==> config.mk <==
export PLATFORM = sky130hd
export DESIGN_NAME = ps2_host_tx
export DESIGN_NICKNAME = d
export VERILOG_FILES = /design/src/rtl/ps2_host_tx.sv
export SDC_FILE = /design/constraint.sdc
export NUM_CORES = 1
export LEC_CHECK = 0
export BUFFER_PORTS_ARGS = -buffer_cell sky130_fd_sc_hd__buf_2
export CAP_MARGIN = 10
export CORE_MARGIN = 1
export CORE_UTILIZATION = 50
export CTS_CLUSTER_SIZE = 14
export DETAILED_ROUTE_END_ITERATION = 16
export PLACE_DENSITY_LB_ADDON = 0.1
export SYNTH_ARGS = -nofsm -noshare
export SYNTH_HDL_FRONTEND = slang
export SYNTH_SLANG_ARGS = --single-unit
==> constraint.sdc <==
create_clock -name clock -period 2.2 [get_ports clock]
set_clock_uncertainty 0.2 [all_clocks]
set_input_delay 0.33 -clock clock [delete_from_list [all_inputs] [get_ports clock]]
set_output_delay 0.33 -clock clock [all_outputs]
set_load 0.03 [all_outputs]
==> src/rtl/ps2_host_tx.sv <==
// Host-to-device PS/2 transmitter: inhibit, request-to-send, 10 bits clocked
// out on device clock falls, then ack check and wait for an idle bus.
//
// state       | meaning
// ------------+------------------------------------------------------------
// S_IDLE      | lines released, waiting for tx_start
// S_INHIBIT   | clock held low, data released
// S_REQ       | clock and data held low (start bit)
// S_XFER      | clock released, data bits driven on device clock falls
// S_WAIT_IDLE | lines released, waiting for clock and data both high
module ps2_host_tx #(
  parameter int INHIBIT_CYCLES = 5000,
  parameter int REQ_CYCLES     = 16,
  parameter int TIMEOUT_CYCLES = 750000,
  parameter int FILTER_LEN     = 8
) (
  input  logic       clock,
  input  logic       reset,
  input  logic [7:0] tx_data,
  input  logic       tx_start,
  output logic       tx_busy,
  output logic       tx_done,
  output logic       tx_error,
  input  logic       ps2_clock_in,
  input  logic       ps2_data_in,
  output logic       ps2_clock_oe,
  output logic       ps2_data_oe
);

  localparam int TMR_MAX = (INHIBIT_CYCLES > REQ_CYCLES) ? INHIBIT_CYCLES : REQ_CYCLES;
  localparam int TMR_W   = $clog2(TMR_MAX + 1);
  localparam int WD_W    = $clog2(TIMEOUT_CYCLES + 1);
  localparam int FLT_W   = $clog2(FILTER_LEN + 1);

  typedef enum logic [2:0] {S_IDLE, S_INHIBIT, S_REQ, S_XFER, S_WAIT_IDLE} state_t;

  state_t             state, state_nxt;
  logic [TMR_W-1:0]   tmr, tmr_nxt;
  logic [WD_W-1:0]    wd, wd_nxt;
  logic [3:0]         bit_cnt, bit_nxt;
  logic [9:0]         frame, frame_nxt;
  logic               ack_err, ack_err_nxt;
  logic               clock_oe_nxt, data_oe_nxt, busy_nxt, done_nxt, err_nxt;

  logic [1:0]         clk_sync, dat_sync;
  logic [FLT_W-1:0]   clk_cnt, dat_cnt;
  logic               clk_filt, dat_filt, clk_filt_d;
  logic               fall;

  // Synchronize both raw lines and accept a new level only after it has been stable.
  always_ff @(posedge clock) begin
    if (reset) begin
      clk_sync   <= 2'b11;
      dat_sync   <= 2'b11;
      clk_cnt    <= '0;
      dat_cnt    <= '0;
      clk_filt   <= 1'b1;
      dat_filt   <= 1'b1;
      clk_filt_d <= 1'b1;
    end else begin
      clk_sync   <= {clk_sync[0], ps2_clock_in};
      dat_sync   <= {dat_sync[0], ps2_data_in};
      clk_filt_d <= clk_filt;
      if (clk_sync[1] == clk_filt) begin
        clk_cnt <= '0;
      end else if (clk_cnt == FLT_W'(FILTER_LEN - 1)) begin
        clk_filt <= clk_sync[1];
        clk_cnt  <= '0;
      end else begin
        clk_cnt <= clk_cnt + 1'b1;
      end
      if (dat_sync[1] == dat_filt) begin
        dat_cnt <= '0;
      end else if (dat_cnt == FLT_W'(FILTER_LEN - 1)) begin
        dat_filt <= dat_sync[1];
        dat_cnt  <= '0;
      end else begin
        dat_cnt <= dat_cnt + 1'b1;
      end
    end
  end

  assign fall = clk_filt_d & ~clk_filt;

  // State and registered outputs.
  always_ff @(posedge clock) begin
    if (reset) begin
      state        <= S_IDLE;
      tmr          <= '0;
      wd           <= '0;
      bit_cnt      <= '0;
      frame        <= '0;
      ack_err      <= 1'b0;
      ps2_clock_oe <= 1'b0;
      ps2_data_oe  <= 1'b0;
      tx_busy      <= 1'b0;
      tx_done      <= 1'b0;
      tx_error     <= 1'b0;
    end else begin
      state        <= state_nxt;
      tmr          <= tmr_nxt;
      wd           <= wd_nxt;
      bit_cnt      <= bit_nxt;
      frame        <= frame_nxt;
      ack_err      <= ack_err_nxt;
      ps2_clock_oe <= clock_oe_nxt;
      ps2_data_oe  <= data_oe_nxt;
      tx_busy      <= busy_nxt;
      tx_done      <= done_nxt;
      tx_error     <= err_nxt;
    end
  end

  // Next-state logic; timers count down to a terminal count of zero.
  always_comb begin
    state_nxt    = state;
    tmr_nxt      = tmr;
    wd_nxt       = wd;
    bit_nxt      = bit_cnt;
    frame_nxt    = frame;
    ack_err_nxt  = ack_err;
    clock_oe_nxt = ps2_clock_oe;
    data_oe_nxt  = ps2_data_oe;
    busy_nxt     = tx_busy;
    done_nxt     = 1'b0;
    err_nxt      = 1'b0;
    case (state)
      S_IDLE: begin
        clock_oe_nxt = 1'b0;
        data_oe_nxt  = 1'b0;
        busy_nxt     = 1'b0;
        if (tx_start) begin
          frame_nxt    = {1'b1, ~^tx_data, tx_data};
          tmr_nxt      = TMR_W'(INHIBIT_CYCLES - 1);
          clock_oe_nxt = 1'b1;
          busy_nxt     = 1'b1;
          ack_err_nxt  = 1'b0;
          state_nxt    = S_INHIBIT;
        end
      end
      S_INHIBIT: begin
        if (tmr == '0) begin
          tmr_nxt     = TMR_W'(REQ_CYCLES - 1);
          data_oe_nxt = 1'b1;
          state_nxt   = S_REQ;
        end else begin
          tmr_nxt = tmr - 1'b1;
        end
      end
      S_REQ: begin
        if (tmr == '0) begin
          clock_oe_nxt = 1'b0;
          wd_nxt       = WD_W'(TIMEOUT_CYCLES);
          bit_nxt      = '0;
          state_nxt    = S_XFER;
        end else begin
          tmr_nxt = tmr - 1'b1;
        end
      end
      S_XFER: begin
        // A fall takes priority over a watchdog expiry in the same cycle.
        if (fall) begin
          wd_nxt = WD_W'(TIMEOUT_CYCLES);
          if (bit_cnt == 4'd10) begin
            ack_err_nxt = dat_filt;
            data_oe_nxt = 1'b0;
            state_nxt   = S_WAIT_IDLE;
          end else begin
            data_oe_nxt = ~frame[0];
            frame_nxt   = {1'b0, frame[9:1]};
            bit_nxt     = bit_cnt + 1'b1;
          end
        end else if (wd == '0) begin
          clock_oe_nxt = 1'b0;
          data_oe_nxt  = 1'b0;
          done_nxt     = 1'b1;
          err_nxt      = 1'b1;
          busy_nxt     = 1'b0;
          state_nxt    = S_IDLE;
        end else begin
          wd_nxt = wd - 1'b1;
        end
      end
      S_WAIT_IDLE: begin
        clock_oe_nxt = 1'b0;
        data_oe_nxt  = 1'b0;
        if (clk_filt && dat_filt) begin
          done_nxt  = 1'b1;
          err_nxt   = ack_err;
          busy_nxt  = 1'b0;
          state_nxt = S_IDLE;
        end else if (fall) begin
          wd_nxt = WD_W'(TIMEOUT_CYCLES);
        end else if (wd == '0) begin
          done_nxt  = 1'b1;
          err_nxt   = 1'b1;
          busy_nxt  = 1'b0;
          state_nxt = S_IDLE;
        end else begin
          wd_nxt = wd - 1'b1;
        end
      end
      default: state_nxt = S_IDLE;
    endcase
  end

endmodule

==> results of run 1 <==
repair_timing:
item / in CTS / in global routing
cloned: 0 / 3
gates resized for setup: 27 / 40
endpoints found under the setup margin: 15 / 41
setup buffers: 2 / 14
hold buffers: 2 / 0
pin swaps: 8 / 12
endpoints found under the hold margin: 2 / 0
synth_stat cells, types with 6 or more instances:
library cell  instances
dfxtp_1              71
nor2_1               48
nand2_1              36
a21oi_1              27
clkbuf_1             18
inv_1                15
xnor2_1              14
or4_1                13
a311oi_1             12
o21ai_0              11
a31oi_1              10
nand3_1              10
a211oi_1              9
nand2b_1              9
nand4_1               9
nor3_1                9
or3_1                 9
or2_2                 8
buf_2                 7
ha_1                  7
nand3b_1              7
nor4_1                7
xor2_1                7
o31ai_1               6
sequential cells by signal, summed over array words and instances, names as in the netlist, 2 cells and up:
name and cells:
dat_sync 2, tmr 13, wd 20, clk_cnt 4, bit_cnt 4, state 3, frame 10, dat_cnt 4
clk_sync 2
cells by family after synthesis:
family | Yosys count
AO/OA/AOI/OAI | 107
XOR/XNOR | 21
adder cells (fa/ha/maj) | 7
buffers and inverters | 41
flip-flops | 71
multiplexers | 4
AND/OR/NAND/NOR | 198
final timing paths:
path	cells after the start	slack [ns]	end
hold / removal	3	0.05	frame[5]
setup / recovery	8	-0.12	wd[16]
hold reg to reg	1	0.21	clk_sync[1]
setup reg to reg	8	-0.12	wd[16]
critical path: stages, from the launching register on:
cell and delay, ns:
dfxtp_2 0.33, inv_1 0.09, ha_2 0.19, nor3b_4 0.26, and4_4 0.30, buf_4 0.16, nand2b_1 0.08, or4_1 0.42
a31oi_1 0.21
power groups by stage:
stage	logic (mW)	registers, mW	clock network (mW)
floorplan	2.45	1.89	0
global placement	4.06	1.83	0
detailed placement	4.11	1.85	0
CTS	4.62	1.83	1.06
global route	5.90	1.87	1.12
finish	5.47	1.84	1.05
cell type report:
class                   instances  area share, %
clock buffers                  12           2.86
clock inverters                 3          0.863
inverters                      15           1.11
multi-input cells             337           47.6
flip-flops and latches         71           28.1
well taps                      99           2.44
repair buffers                116           17.0
metal layers:
| metal | up-vias | track usage (%) | share of wire (%) |
|---|---|---|---|
| met1 | 1782 | 29.6 | 45 |
| li1 | 1859 | - | - |
| met3 | 13 | 5.13 | 3.7 |
| met5 | - | 0 | 0 |
| met2 | 90 | 43.4 | 50 |
| met4 | 0 | 12.2 | 1.6 |
per-stage QoR:
| step | util (%) | instances | hold slack, ns | power, mW | worst slack, ns |
|---|---|---|---|---|---|
| 2_1_floorplan | - | 449 | 0.189 | 4.34 | -0.130 |
| 4_1_cts | 66.3 | 636 | 0.0458 | 7.52 | -0.110 |
| 3_3_place_gp | 61.7 | 617 | 0.195 | 5.90 | -0.0579 |
| 6_report | 70.3 | 653 | 0.0498 | 8.36 | -0.122 |
| 5_1_grt | 70.3 | 653 | 0.0549 | 8.88 | -0.211 |
| 3_5_place_dp | 61.7 | 617 | 0.199 | 5.96 | -0.117 |
==> reports/metrics.yaml, run 1 <==
outcome:
  status: "complete, but fails checks"
  violations: "setup timing"
floorplanning:
  io_pins: 18
  num_rows: 31
  dieArea_um2: 7800
  core_area_um2: 7210
  chipHeight_um: 88.3
  initial_core_util_pct: 51.7
  die_x_um: 88.3
synthesis:
  async_flop_share_pct: 0
  synth_compound_area_share_pct: 20.0
  synth_top_area_share_pct: 38.1
  yosys.area_share.simple_pct: 29.1
  synthFlopType: "dfxtp_1"
  synth_top_area_cell: "dfxtp_1"
  netlist_instances: 449
  muxShareOfSynthArea_pct: 1.07
  synth_fa_ha_area_share_pct: 2.35
  synth_cell_types: 63
  synth-seq-area-share_pct: 38.1
  synth-edff-count: 0
  synth_fp_nets: 469
  synth_top_family_by_area: "simple AND/OR/NAND/NOR gates"
  synth_area_leaders: "dfxtp_1 (38%), nor2_1 (4.8%), a21oi_1 (3.6%), nand2_1 (3.6%), xnor2_1 (3.3%)"
  syn_area_per_cell_um2: 8.30
  ys_ff_latch: 71
  ys_warn_count: 0
  synth_xor_xnor_area_share_pct: 4.93
  synthesis.area_um2: 3730
worst_setup_path:
  arrival_ns: 2.40
  setup.worst_path.class: "reg -> reg"
  cp.required_ns: 2.28
  crit_fanout: 5
  rr_startpoint: "wd[0]"
  end_kind: "register"
  critPathLaunchType: "register"
  critPathLaunch: "wd[0]"
sta:
  worstMarginPinSlew_ns: 0.582
  fin_crit_sh_pct: 106
  tns_ns: -0.265
  setup_viol: 3
  fmax_mhz: 431
  slew_headroom_pct: 61.2
  rsz0062_at_grt: "yes"
  layout_setup_ws_ns: -0.122
  drv_slew: 0
  period_needed_ns: 2.32
  hold_viol: 0
global_route:
  antenna_found_initial: 0
  grt_use_total_pct: 25.1
  grt_pass1_vias: 3498
  grt_max_degree: 33
  grt_overflow: 0
  grt_pass1_wl_um: 15400
clocking:
  htreeDepth: 3
  cts.sinks: 71
  clk_latency_ns: 0.36
  clock_path_buffers: 2
  cts_tree: "yes"
  cts_made_buffers: 9
  path_clk_slew_ns: 0.07
  clockRootBuffer: "clkbuf_8"
routing:
  firstDrtPassIters: 4
  ant_nets: 0
  wirelength_um: 9990
  wl_per_cell_um: 15.3
  via_count: 3744
  drcViolationCount: 0
  viasPerCell: 5.73
  drt_first_iter_violations: 232
finish:
  final_common_cell: "buf_4"
  drive_above_1_share_pct: 34.8
  area_growth_pct: 36.2
  nNetsFinal: 570
  mostFrequentLayoutCells: "buf_4 (87), dfxtp_1 (68), nor2_1 (47)"
  final-seq-area_um2: 1430
  n_antenna_cell: 0
  finalInstanceArea_um2: 5070
  multi_input_area_um2: 2420
  n_fill_cell: 599
placed_design:
  globalplace.congestion: 0.859
  io_buffers: 17
  post_dp_cell_area_um2: 4450
  hpwlAfterDp_um: 6390
hold_path:
  hold_start: "tx_data[5]"
  hp-class: "in -> reg"
power:
  p_leak_nw: 2.04
  power_frac_seq_pct: 22.0
  p_sw_share_pct: 41.4
  pwr-share-comb_pct: 65.5
  worst_ir_drop_vdd_mv: 0.903
  internal-power_mw: 4.90
  pwr-share-clk_pct: 12.6
  p_sw_mw: 3.46
  power_density_nw_per_um2: 1650
job:
  drv_cap: 0
(Power assumes the default switching activity.)
==> run 2, diff against run 1 <==
Settings changed: RECOVER_POWER set to 50.
==> reports/metrics.yaml, run 2 (synthesized netlist as in run 1, its figures left out) <==
outcome:
  status: "complete, but fails checks"
  violations: "setup timing"
routing:
  viasPerCell: 5.72
  wl_met2_um: 4970
  met1Wirelength_um: 4480
  drt_first_iter_violations: 234
  wl_per_cell_um: 15.3
  via_count: 3737
  drcViolationCount: 0
  wirelength_um: 9990
  ant_nets: 0
  dr_wl_met3_um: 386
  firstDrtPassIters: 4
  maxUsedRoutingLayer: "met4"
placed_design:
  placed_cells: 617
  io_buffers: 17
  hpwlAfterDp_um: 6390
  preCtsSetupSlack_ns: -0.117
  globalplace.congestion: 0.859
finish:
  drive_above_1_share_pct: 33.8
  nNetsFinal: 570
  reg.largest.list: "wd (20), tmr (13), frame (10)"
  largest_register: "wd"
  largest_reg_flops: 20
  n_fill_cell: 603
  mostFrequentLayoutCells: "buf_4 (86), dfxtp_1 (68), nor2_1 (47)"
  final_cells: 653
  final_common_cell: "buf_4"
  n_antenna_cell: 0
  area_growth_pct: 35.9
  utilization_pct: 70.2
global_route:
  grt_overflow: 0
  grt_max_degree: 33
  grt_pass1_vias: 3498
  grt_use_total_pct: 25.1
  antenna_found_initial: 0
  grt_pass1_wl_um: 15400
floorplanning:
  dieArea_um2: 7800
  initial_core_util_pct: 51.7
  num_rows: 31
  chipHeight_um: 88.3
  io_pins: 18
  die_x_um: 88.3
  core_area_um2: 7210
worst_setup_path:
  setup.worst_path.class: "reg -> reg"
  arrival_ns: 2.46
  critPathLaunchType: "register"
  cp.required_ns: 2.28
  end_kind: "register"
  crit_fanout: 19
clocking:
  cts_tree: "yes"
  htreeDepth: 3
  clockRootBuffer: "clkbuf_8"
  clk_latency_ns: 0.36
  cts_made_buffers: 9
  cts.sinks: 71
  clock_path_buffers: 2
  path_clk_slew_ns: 0.07
power:
  worst_ir_drop_vdd_mv: 0.903
  finalPower_mw: 8.35
  power_density_nw_per_um2: 1650
  p_leak_nw: 2.01
sta:
  fmax_mhz: 420
  fin_crit_sh_pct: 108
  drv_slew: 0
  rsz0062_at_grt: "yes"
  worstMarginPinSlew_ns: 1.39
  setup_viol: 21
  slew_headroom_pct: 7.07
  hold_viol: 0
  layout_setup_ws_ns: -0.182
  period_needed_ns: 2.38
job:
  drv_cap: 0
hold_path:
  hp-class: "in -> reg"
==> run 2: cell types whose count changed in the layout (fill, tap and decap cells not counted), sizes merged <==
cell	delta
buf	-7
clkbuf	+7
==> run 2: through the flow <==
step | setup TNS [ns] | area, um^2 | hold slack (ns)
finish | -1.08 | 5060 | 0.0500
global route | -3.78 | 5060 | 0.0549
CTS | -0.189 | 4780 | 0.0458
detailed placement | -0.802 | 4450 | 0.199
global placement | -0.195 | 4450 | 0.195
floorplan | -0.223 | 3750 | 0.189
==> run 2: repair_timing <==
action | 4_1_cts | 5_1_grt
setup buffers | 2 | 14
endpoints found under the hold margin | 2 | 0
endpoints found under the setup margin | 15 | 41
pin swaps | 8 | 12
hold buffers | 2 | 0
resized for setup | 27 | 40
cloned | 0 | 3
==> run 2: area by class of cell <==
class	count	area [um^2]	area share, %
clock buffer	12	145	2.87
clock inverter	3	43.8	0.865
inverter	15	56.3	1.11
multi-input combinational	337	2420	47.7
sequential	71	1430	28.1
tap	99	124	2.45
timing repair buffer	116	853	16.8
==> run 2: power breakdown <==
part	switching (mW)	internal, mW	total (mW)
clock network	0.501	0.550	1.05
registers	0.224	1.61	1.84
logic	2.73	2.73	5.46
==> run 2: worst max-delay path: stages, from the launching register on <==
cell and delay, ns:
dfxtp_1 0.34, clkbuf_2 0.32, nand3b_1 0.29, a21oi_2 0.13, and3_4 0.18, buf_12 0.15
or4_1 0.49, a31oi_1 0.21
==> run 2: path summary, 6_finish.rpt <==
path	from	to	slack, ns	cells after the start
hold reg to reg	clk_sync[0]	clk_sync[1]	0.21	1
hold / removal	tx_data[5]	frame[5]	0.05	3
setup / recovery	state[2]	wd[16]	-0.18	7
setup reg to reg	state[2]	wd[16]	-0.18	7
==> run 2: routing by layer <==
metal	up-vias	global-route usage, %
met5	-	0
met4	0	12.2
met3	13	5.13
met2	86	43.4
met1	1779	29.6
li1	1859	-
